--- src/rtl/reg_status_tbl.sv ---
// Register status table: maps each architectural register to the RS tag that will produce it.
// Latency: table updates land 1 cycle after the edge; Qj/Qk/pending_cnt are zero-latency reads.
// Backpressure: issue_ready drops only during flush or reset; CDB broadcasts are always accepted.
//
// Ports:
//   clk, rst_n         clock; reset is asynchronous and active-high despite the _n name
//   issue_valid/ready  rename handshake; issue_rd <- issue_tag when both are high at an edge
//   issue_rd/tag       destination register and producing reservation-station tag
//   rs1, rs2 -> Qj, Qk source lookups; a zero tag means the operand is ready
//   cdb_valid/tag      completion broadcast; clears every entry holding cdb_tag
//   flush              squash all renames at the next edge
//   pending_cnt        number of registers still waiting on a producer
module reg_status_tbl #(
  parameter int NUM_REGS = 32,
  parameter int TAG_W    = 4,
  parameter int BYPASS   = 1,
  localparam int AW      = $clog2(NUM_REGS),
  localparam int CW      = $clog2(NUM_REGS + 1)
) (
  input  logic             clk,
  input  logic             rst_n,
  input  logic             issue_valid,
  output logic             issue_ready,
  input  logic [AW-1:0]    issue_rd,
  input  logic [TAG_W-1:0] issue_tag,
  input  logic [AW-1:0]    rs1,
  input  logic [AW-1:0]    rs2,
  output logic [TAG_W-1:0] Qj,
  output logic [TAG_W-1:0] Qk,
  input  logic             cdb_valid,
  input  logic [TAG_W-1:0] cdb_tag,
  input  logic             flush,
  output logic [CW-1:0]    pending_cnt
);

  localparam logic BYP = (BYPASS != 0);

  // Entry 0 is cleared on reset and never written afterwards, so it always reads 0.
  logic [TAG_W-1:0] tbl [NUM_REGS];

  logic             do_rename;
  logic             cdb_hit;
  logic [TAG_W-1:0] raw_j;
  logic [TAG_W-1:0] raw_k;
  logic [CW-1:0]    cnt;

  assign issue_ready = !flush && !rst_n;
  assign do_rename   = issue_valid && issue_ready;
  // Tag 0 means "no producer", so a broadcast of tag 0 must never match anything.
  assign cdb_hit     = cdb_valid && (cdb_tag != '0);

  always_ff @(posedge clk or posedge rst_n) begin
    if (rst_n) begin
      for (int i = 0; i < NUM_REGS; i++) tbl[i] <= '0;
    end else if (flush) begin
      for (int i = 0; i < NUM_REGS; i++) tbl[i] <= '0;
    end else begin
      for (int i = 1; i < NUM_REGS; i++) begin
        // Rename is checked first: a new producer outranks a completion of the old one.
        if (do_rename && (issue_rd == AW'(i))) begin
          tbl[i] <= issue_tag;
        end else if (cdb_hit && (tbl[i] == cdb_tag)) begin
          tbl[i] <= '0;
        end
      end
    end
  end

  // Reads see the current table only; a same-cycle rename is not forwarded,
  // but a same-cycle completion is (when BYPASS is enabled).
  assign raw_j = tbl[rs1];
  assign raw_k = tbl[rs2];
  assign Qj    = (BYP && cdb_hit && (raw_j == cdb_tag)) ? '0 : raw_j;
  assign Qk    = (BYP && cdb_hit && (raw_k == cdb_tag)) ? '0 : raw_k;

  always_comb begin
    cnt = '0;
    for (int i = 1; i < NUM_REGS; i++) begin
      if (tbl[i] != '0) cnt = cnt + CW'(1);
    end
  end
  assign pending_cnt = cnt;

endmodule

--- config.mk ---
export PLATFORM = sky130hd
export DESIGN_NAME = reg_status_tbl
export DESIGN_NICKNAME = d
export VERILOG_FILES = /design/src/rtl/reg_status_tbl.sv
export SDC_FILE = /design/constraint.sdc
export NUM_CORES = 1
export LEC_CHECK = 0
export CAP_MARGIN = 20
export CORE_ASPECT_RATIO = 0.6
export CORE_UTILIZATION = 45
export CTS_BUF_LIST = sky130_fd_sc_hd__clkbuf_8
export DETAILED_ROUTE_END_ITERATION = 8
export PLACE_DENSITY_LB_ADDON = 0.05
export SYNTH_ARGS = -nofsm -noshare
export SYNTH_HDL_FRONTEND = slang
export SYNTH_SLANG_ARGS = --single-unit
--- constraint.sdc ---
create_clock -name clk -period 20.7 [get_ports clk]
set_input_delay 2.07 -clock clk [delete_from_list [all_inputs] [get_ports clk]]
set_output_delay 2.07 -clock clk [all_outputs]
set_load 0.03 [all_outputs]
======== Yosys cells after proc, flatten, opt, wreduce, memory -nomap -nowiden ========
Cells that the tools add are included.
word-level totals
  memory bits (writable) .................. 0
  latch bits .............................. 0
  bits of input ports ..................... 28
  memories ................................ 0
  word-level logic and storage cells ...... 363
  register bits ........................... 124
  bits in read-only memories .............. 0
  output and inout bits ................... 15
operators by class
  muxes and demuxes ....................... 102
  order comparisons ....................... 2
  add/sub/neg operators ................... 30
  eq/ne operators ......................... 64
  bitwise logic cells ..................... 2
  multipliers ............................. 0
  reduce and logical (&&, ||, !) cells .... 132
  shift operators ......................... 0
  div/mod/pow operators ................... 0
operators by type and width
  cell                 count
  $mux 4               68
  $add 6x1->6 const B  30
  $mux 6               30
  $eq 4x4->1           33
  $reduce_bool 4->1    32
  $mux 124             1
  $reduce_bool 3->1    31
  $eq 5x5->1 const B   16
  $logic_and 1x1->1    67
  $bmux 4 s5           2
  $eq 5x4->1 const B   8
  $eq 5x3->1 const B   4
  $ge 6x6->1 const B   2
  $not 5->6            2
  $eq 5x2->1 const B   2
  $eq 5x1->1 const B   1
  $logic_not 1->1      2
  $mux 1               1

======== Logic depth before layout (Yosys ltp) ========
  depth after elaboration ................. 62
  gate-level depth with buffers ........... 89
  depth with buffers taken out ............ 89

======== Worst setup path after synthesis ========
OpenSTA, ideal clock, no wires.
  path kind ............................... register to output
  from .................................... reg tbl[118] in the netlist's numbering
  to ...................................... out pending_cnt[4]
  setup slack ............................. 3.170 ns
  buffers on the path ..................... 1
  arrival ................................. 15.460 ns
  cell stages (with the launch flop) ...... 86
  required time ........................... 18.630 ns
  cells stage by stage .................... dfrtp_1 -> nor4_1 -> ha_1 -> clkbuf_1 -> xnor2_1 -> ha_1 -> o22ai_1 -> inv_1 -> ha_1 -> nand2_1 -> o21ai_0 -> ha_1 -> nand2_1 -> a21boi_0 -> xnor2_1 -> o21a_1 -> inv_1 -> ha_1 -> [... 50 more ...] -> a31oi_1 -> a21oi_1 -> xor2_1 -> nor2_1 -> a311oi_1 -> ha_1 -> o22a_1 -> ha_1 -> nand2_1 -> nand2_1 -> ha_1 -> nor2_1 -> a31oi_1 -> ha_1 -> nand2_1 -> nor4_1 -> mux2i_1 -> xnor2_1
between the ends
  longest elaborated chain between the ends .. 60
RTL lines
  element                           RTL line  source
  start: declaration                39        logic [TAG_W-1:0] tbl [NUM_REGS];
  start signal: indexed assignment  61        tbl[i] <= issue_tag;
  $reduce_bool 4->1 (*)             79        if (tbl[i] != '0) cnt = cnt + CW'(1);
  $mux 6 (*)                        79
  $add 6x1->6                       79
  $mux 6 (*)                        79
  $add 6x1->6                       79
  $mux 6 (*)                        79
  $add 6x1->6                       79
  $mux 6 (*)                        79
  [... 44 more ...]                 -
  $add 6x1->6                       79
  $mux 6 (*)                        79
  $add 6x1->6                       79
  $mux 6 (*)                        79
  $add 6x1->6                       79
  $mux 6 (*)                        79
  $add 6x1->6                       79
  $mux 6 (*)                        79
  end: declaration                  33        output logic [CW-1:0] pending_cnt
Every way passes the cells marked *; elsewhere a longest branch is shown, timed or not.

======== Final worst setup path ========
  from .................................... reg tbl[117] in the netlist's numbering
  to ...................................... out pending_cnt[5]
Same word-level chain as after synthesis.

==> summary.txt <==
Run status
  • Status: finished clean

Die
  • Area of the core: 0.02871 mm2
  • DIE HEIGHT: 134.3 um
  • Boundary Pins: 43
  • Starting Density: 45.72%
  • Cell Rows: 48
  • Die width: 222.5 um
  • Die area: 0.02988 mm2

Detailed routing
  • WL final: 41.87 mm
  • DR pass1 iterations: 5
  • Drt drc: 0
  • DR iter-0 viols: 1319
  • Vias per cell: 6.405
  • Antenna-violating nets left: 0
  • Routed wire per std cell: 23.78 um
  • DR vias: 11280

Power
  • Pleak: 5.901 nW
  • Sequential power share: 41.4%
  • Pwr dens: 40.91 mW/mm2
  • Peak VDD IR: 0.03211 mV
  • Clk pwr share: 35.5%
  • Sw Share: 34.98%
  • Psw: 0.2057 mW
  • Cell-internal power: 0.3824 mW
  • Power, Total: 0.5882 mW
  • Combinational share of power: 23.1%

Clock tree
  • CTS sink count: 124
  • CTS tree: built
  • Worst skew pair latency: 0.46 ns
  • CTS root buf: clkbuf_8
  • Post-CTS Setup Inserts: 0
  • Clk pin slew, worst setup/hold paths: 0.09 ns
  • CTS H-tree depth: 4
  • Number of CTS-inserted buffers: 17
  • CTS max path bufs: 2

Worst setup path
  • Largest fanout on the critical path: 7
  • Slowest-stage cell, CP: dfrtp_1
  • CP Capture Type: output port
  • Setup crit start kind: flip-flop
  • Crit-path max cell delay: 0.48 ns
  • Setup CP Type: reg2out
  • Req. time, crit path: 18.63 ns
  • Reg2Reg Setup Slack: 19.21 ns
  • Critical Path Most Common Cell: ha_1
  • Worst EP arrival: 17.15 ns

Global routing
  • Gr usage total: 28.37%
  • Largest net degree at the start of global routing: 65
  • Initial antenna violation count: 0
  • Global-route wire length before repair: 64.57 mm
  • Congestion Overflow GR: 0
  • Vias in the first global route: 10230

STA
  • Period minus WS final: 19.22 ns
  • Final hold vios: 0
  • Slew headroom: 29.86%
  • Final setup fails: 0
  • Worst Skew: 0.009707 ns
  • Setup repair after global routing missed its margin: no
  • Setup TNS Final: 0 ns
  • Final WS setup: 1.479 ns
  • Max Slew Vio Count: 0
  • Fmax: 52.03 MHz
  • Actual slew at the worst max-slew pin: 1.042 ns
  • Period utilization: 92.86%

Synthesis
  • Yosys cell types: 79
  • Avg Synthesized Cell Area: 9.652 um2
  • Mapped Area: 0.01313 mm2
  • Seq/Total Area, Yosys: 23.64%
  • Post-synth EDFFs: 0
  • FFs w/ async S/R, synth: 100.0%
  • Synth Flop Type: dfrtp_1
  • Syn Inst Count: 1360
  • Number of synthesis warnings: 0
  • Syn Nets: 1418
  • Flops & latches, synth: 124

Placement
  • HPWL Detailed: 29.83 mm
  • Input/output buffers: 42
  • DP Worst Slack: 0.8069 ns
  • Routability congestion estimate: 0.9344

Final layout
  • Max reg flops: 124
  • NumNets Final: 1431
  • Biggest register: tbl
  • Layout cells sized above 1: 15.22%
  • Biggest regs: tbl (124)
  • Area Growth Syn to Fin: 9.542%
  • # diodes: 0

Job
  • Max Cap Viol: 0

Min path
  • Worst min path class: reg2reg
cells in the mapped netlist, types with 6 or more instances:
master	count	area [um2]
a211oi_1	8	60.06
a21oi_1	30	150.1
a22o_1	128	1121
a31oi_1	12	75.07
and3_1	7	43.79
buf_1	12	45.04
clkbuf_1	64	240.2
dfrtp_1	124	3103
ha_1	30	375.4
inv_1	25	93.84
mux2_2	12	135.1
mux2i_1	22	220.2
mux4_2	72	1622
nand2_1	77	289.0
nand2b_1	15	93.84
nand3_1	24	120.1
nand4_1	38	237.7
nor2_1	124	465.5
nor2b_1	13	81.33
nor3_1	57	285.3
nor4_1	31	193.9
o211ai_1	7	52.55
o21ai_0	30	150.1
o22ai_1	11	68.82
or3_1	6	37.54
or4_1	21	157.7
xnor2_1	201	1760
xnor2_2	8	130.1
xnor3_1	8	180.2
xor2_1	41	359.1
layout by cell type, fill, tap and decap left out, types with 27 or more instances in the layout:
master / n
clkdlybuf4s50_1: 32
xor2_1: 41
nor3_1: 57
buf_4: 30
nor2_1: 124
a22o_1: 128
nor4_1: 27
dfrtp_1: 124
xnor2_1: 201
ha_1: 30
mux4_2: 72
nand4_1: 38
o21ai_0: 29
nand2_1: 77
a21oi_1: 28
what timing repair did:
item / CTS / global route
hold buffers: 0 / 0
resized for setup: 0 / 13
setup endpoints to repair: 0 / 5
final timing paths:
path,startpoint,end,cells after the start
setup / recovery,tbl[117]$_DFFE_PP0P_,pending_cnt[5],86
hold / removal,tbl[12]$_DFFE_PP0P_,tbl[12]$_DFFE_PP0P_,1
setup reg to reg,tbl[61]$_DFFE_PP0P_,tbl[63]$_DFFE_PP0P_,5
hold reg to reg,tbl[12]$_DFFE_PP0P_,tbl[12]$_DFFE_PP0P_,1
max in group asynchronous,rst_n,tbl[38]$_DFFE_PP0P_,3
min in group asynchronous,rst_n,tbl[105]$_DFFE_PP0P_,2
per-stage QoR:
stage	hold WS [ns]	std cells	utilization (%)	instance area, um2
floorplan	0.5308	1360	-	13130
global placement	0.5637	1723	48.41	13900
detailed placement	0.5727	1725	48.46	13910
CTS	0.5900	1757	49.73	14280
global route	0.6300	1761	50.09	14380
finish	0.6086	1761	50.09	14380
critical path, delay by kind of cell, from the launching register on:
kind	cells	cell delay, ns
buffers and inverters	2	0.38
flip-flops	1	0.48
AND/OR/NAND/NOR	29	3.29
adder cells (fa/ha/maj)	16	4.75
AO/OA/AOI/OAI	20	4.06
XOR/XNOR	14	2.83
multiplexers	5	0.92
metal layers:
metal,up-vias,part of all wire (%),GRT usage (%),routed length (um)
met3,30,11,8.697,4463
li1,5185,-,-,-
met2,525,38,36.25,16080
met5,-,0,0,0
met1,5539,50,45.70,21030
met4,0,0.71,4.598,298
cells by family after synthesis:
logic type | Yosys count | share of synthesized area (%)
DFF | 124 | 23.64
xor gates and xnor gates | 274 | 21.50
and+or+nand+nor | 443 | 17.48
adders and majority gates | 30 | 2.860
AOI/OAI and AO/OA | 274 | 16.07
muxes | 107 | 15.15
buffers and inverters | 108 | 3.298
power by group through the flow:
stage	combinational (mW)	clock [mW]	sequential [mW]
2_1_floorplan	0.101	0	0.248
3_3_place_gp	0.132	0	0.248
3_5_place_dp	0.133	0	0.248
4_1_cts	0.134	0.212	0.244
5_1_grt	0.147	0.224	0.244
6_report	0.136	0.209	0.244
layout make-up:
class                           instances  area, um2
Clock buffer                           17      234.0
Multi-Input combinational cell       1128       9672
Tap cell                              375      469.2
Clock inverter                         15      131.4
Sequential cell                       124       3103
Fill cell                            2663      14330
Inverter                               25      96.34
Timing Repair Buffer                   77      673.1
No activity file was read; power rests on OpenSTA's default activity.
==> variant, RTL diff (same flow settings) <==
Change the parameter `TAG_W` from 4 to 5.
--- a/src/rtl/reg_status_tbl.sv
+++ b/src/rtl/reg_status_tbl.sv
@@ -14,3 +14,3 @@
   parameter int NUM_REGS = 32,
-  parameter int TAG_W    = 4,
+  parameter int TAG_W    = 5,
   parameter int BYPASS   = 1,
Ports: changed (resized Qj, Qk, cdb_tag and issue_tag); port bits go from 43 to 47. No check against the original RTL was run, so the function may have changed too.
==> variant against the original RTL <==
Register-to-register slack got worse by 270 ps. Sequential cell count increased by 31. Synthesized area is 16% higher. Final area up 15%. Total power is 25% higher. Clock skew rose by 1.2 ps. Wire length rose by 19%. Fmax barely moved. Cell count up 16%. Die area grew 16%. Setup slack gained 19 ps. Critical endpoint is now pending_cnt[1].
==> variant: results (changes against the original RTL) <==
| Metric | Value |
|---|---|
| Status | complete, no violations |
| Arrival time at the worst endpoint | 17,130 ps (-20 ps) |
| Post-synth net total | 1,654 (+17%) |
| Max cap viols | 0 (unchanged) |
| HP Class | reg -> reg |
| Synth top area cells | dfrtp_1 (25%), mux4_2 (13%), xnor2_1 (9.6%), a22o_1 (8.1%), xor2_1 (6.4%) |
| Met3 wire len | 4362 um (-2.3%) |
| Wire length on met2 | 21,610 um (+34%) |
| Post-DP Area | 15,980 sq um (+15%) |
| Number of global-route vias before repair | 12,420 (+21%) |
| HPWL after detailed placement | 35,380 um (+19%) |
| Largest net degree at the start of global routing | 82 (+26%) |
| Critical-path maximum fanout | 6 (-1) |
| RD Place Congestion | 0.9380 (+0.39%) |
| DR DRC count | 0 (unchanged) |
| Met2 Usage GRT | 0.4468 (+0.08426) |
| WHS Path Cells | 2 (+1) |
| Worst R2R Path Depth | 5 (unchanged) |
| Initial DRC Count | 1,204 (-8.7%) |
| First-pass GRT wire length | 77,450 um (+20%) |
| R2R setup slack | 18,940 ps (-270 ps) |
| Filler Cell Count | 3,011 (+13%) |
| Worst vdd ir | 0.04305 mV (+34%) |
| GR Util met1 | 0.4383 (-0.01879) |
| Slowest CP cell | clkdlybuf4s50_1 |
| Clock Skew | 10.92 ps (+1.210 ps) |
| Clk Latency, worst-skew pair | 510 ps (+50 ps) |
| Post-route met1 wirelength | 23,230 um (+10%) |
| Min-delay src | tbl[146] |
| Register area share after synthesis | 0.2548 (+0.01837) |
| Crit path launch | tbl[152] |
| Via count | 13,040 (+16%) |
| Reg2reg end | tbl[144] |
| Antenna violations before repair | 1 (+1) |
| Port Buffers | 46 (+9.5%) |
| Reg-to-reg startpoint | tbl[140] |
| Commonest cells post-synth | xnor2_1 (167), dfrtp_1 (155), a22o_1 (141), nor2_1 (128), xor2_1 (111) |
| Worst Setup EP | pending_cnt[1] |
| GR Layer Usage met3 | 0.06929 (-0.01768) |
| Slew headroom | 0.2641 (-0.03447) |
| Total leakage power | 0.006918 uW (+17%) |
| Routed wire length | 50,020 um (+19%) |
| Layout cell share with drive strength beyond 1 | 0.1368 (-0.01539) |
| Slowest cell delay on critical path | 600 ps (+120 ps) |
| Nets | 1,640 (+15%) |
| Hold EP | tbl[146] |
| Total global routing track utilization | 0.3000 (+0.01631) |
| Largest regs | tbl x155 |
| Synth cell types | 90 (+14%) |
| Setup bufs post-CTS | 0 (unchanged) |
| Min Hold Slack | 594.4 ps (-14.18 ps) |
-- variant: kinds of logic (layout without fill, tap and decap cells) --
kind of cell    Yosys count  count (layout)  synth area share
flops                   155             155            0.2548
fa+ha+maj                30              30           0.02465
compound gates          338             338            0.1675
mux                     112             112            0.1482
buf+inv                 144             143           0.03591
xor+xnor                306             306            0.1995
simple gates            509             509            0.1695
-- variant: cell type report --
cell class                 count  share of cell area
clock buffer                  18             0.01503
clock inverter                14             0.01237
inverter                      47             0.01100
multi-input combinational   1295              0.6577
sequential                   155              0.2353
tap                          450             0.03415
timing repair buffer          64             0.03446
-- variant: per-stage QoR --
stage	worst slack, ps	utilization	cells
after floorplan	3212	-	1594
after global placement	1871	0.4862	2010
after detailed placement	1310	0.4862	2010
after CTS	664.4	0.4999	2042
after global routing	29.40	0.5017	2043
final	1498	0.5017	2043
-- variant: where the power goes --
group	total, uW	internal [uW]	switching [uW]
clock network	270	128	142
logic	160	59.5	100
registers	304	303	1.19
total	734	491	244
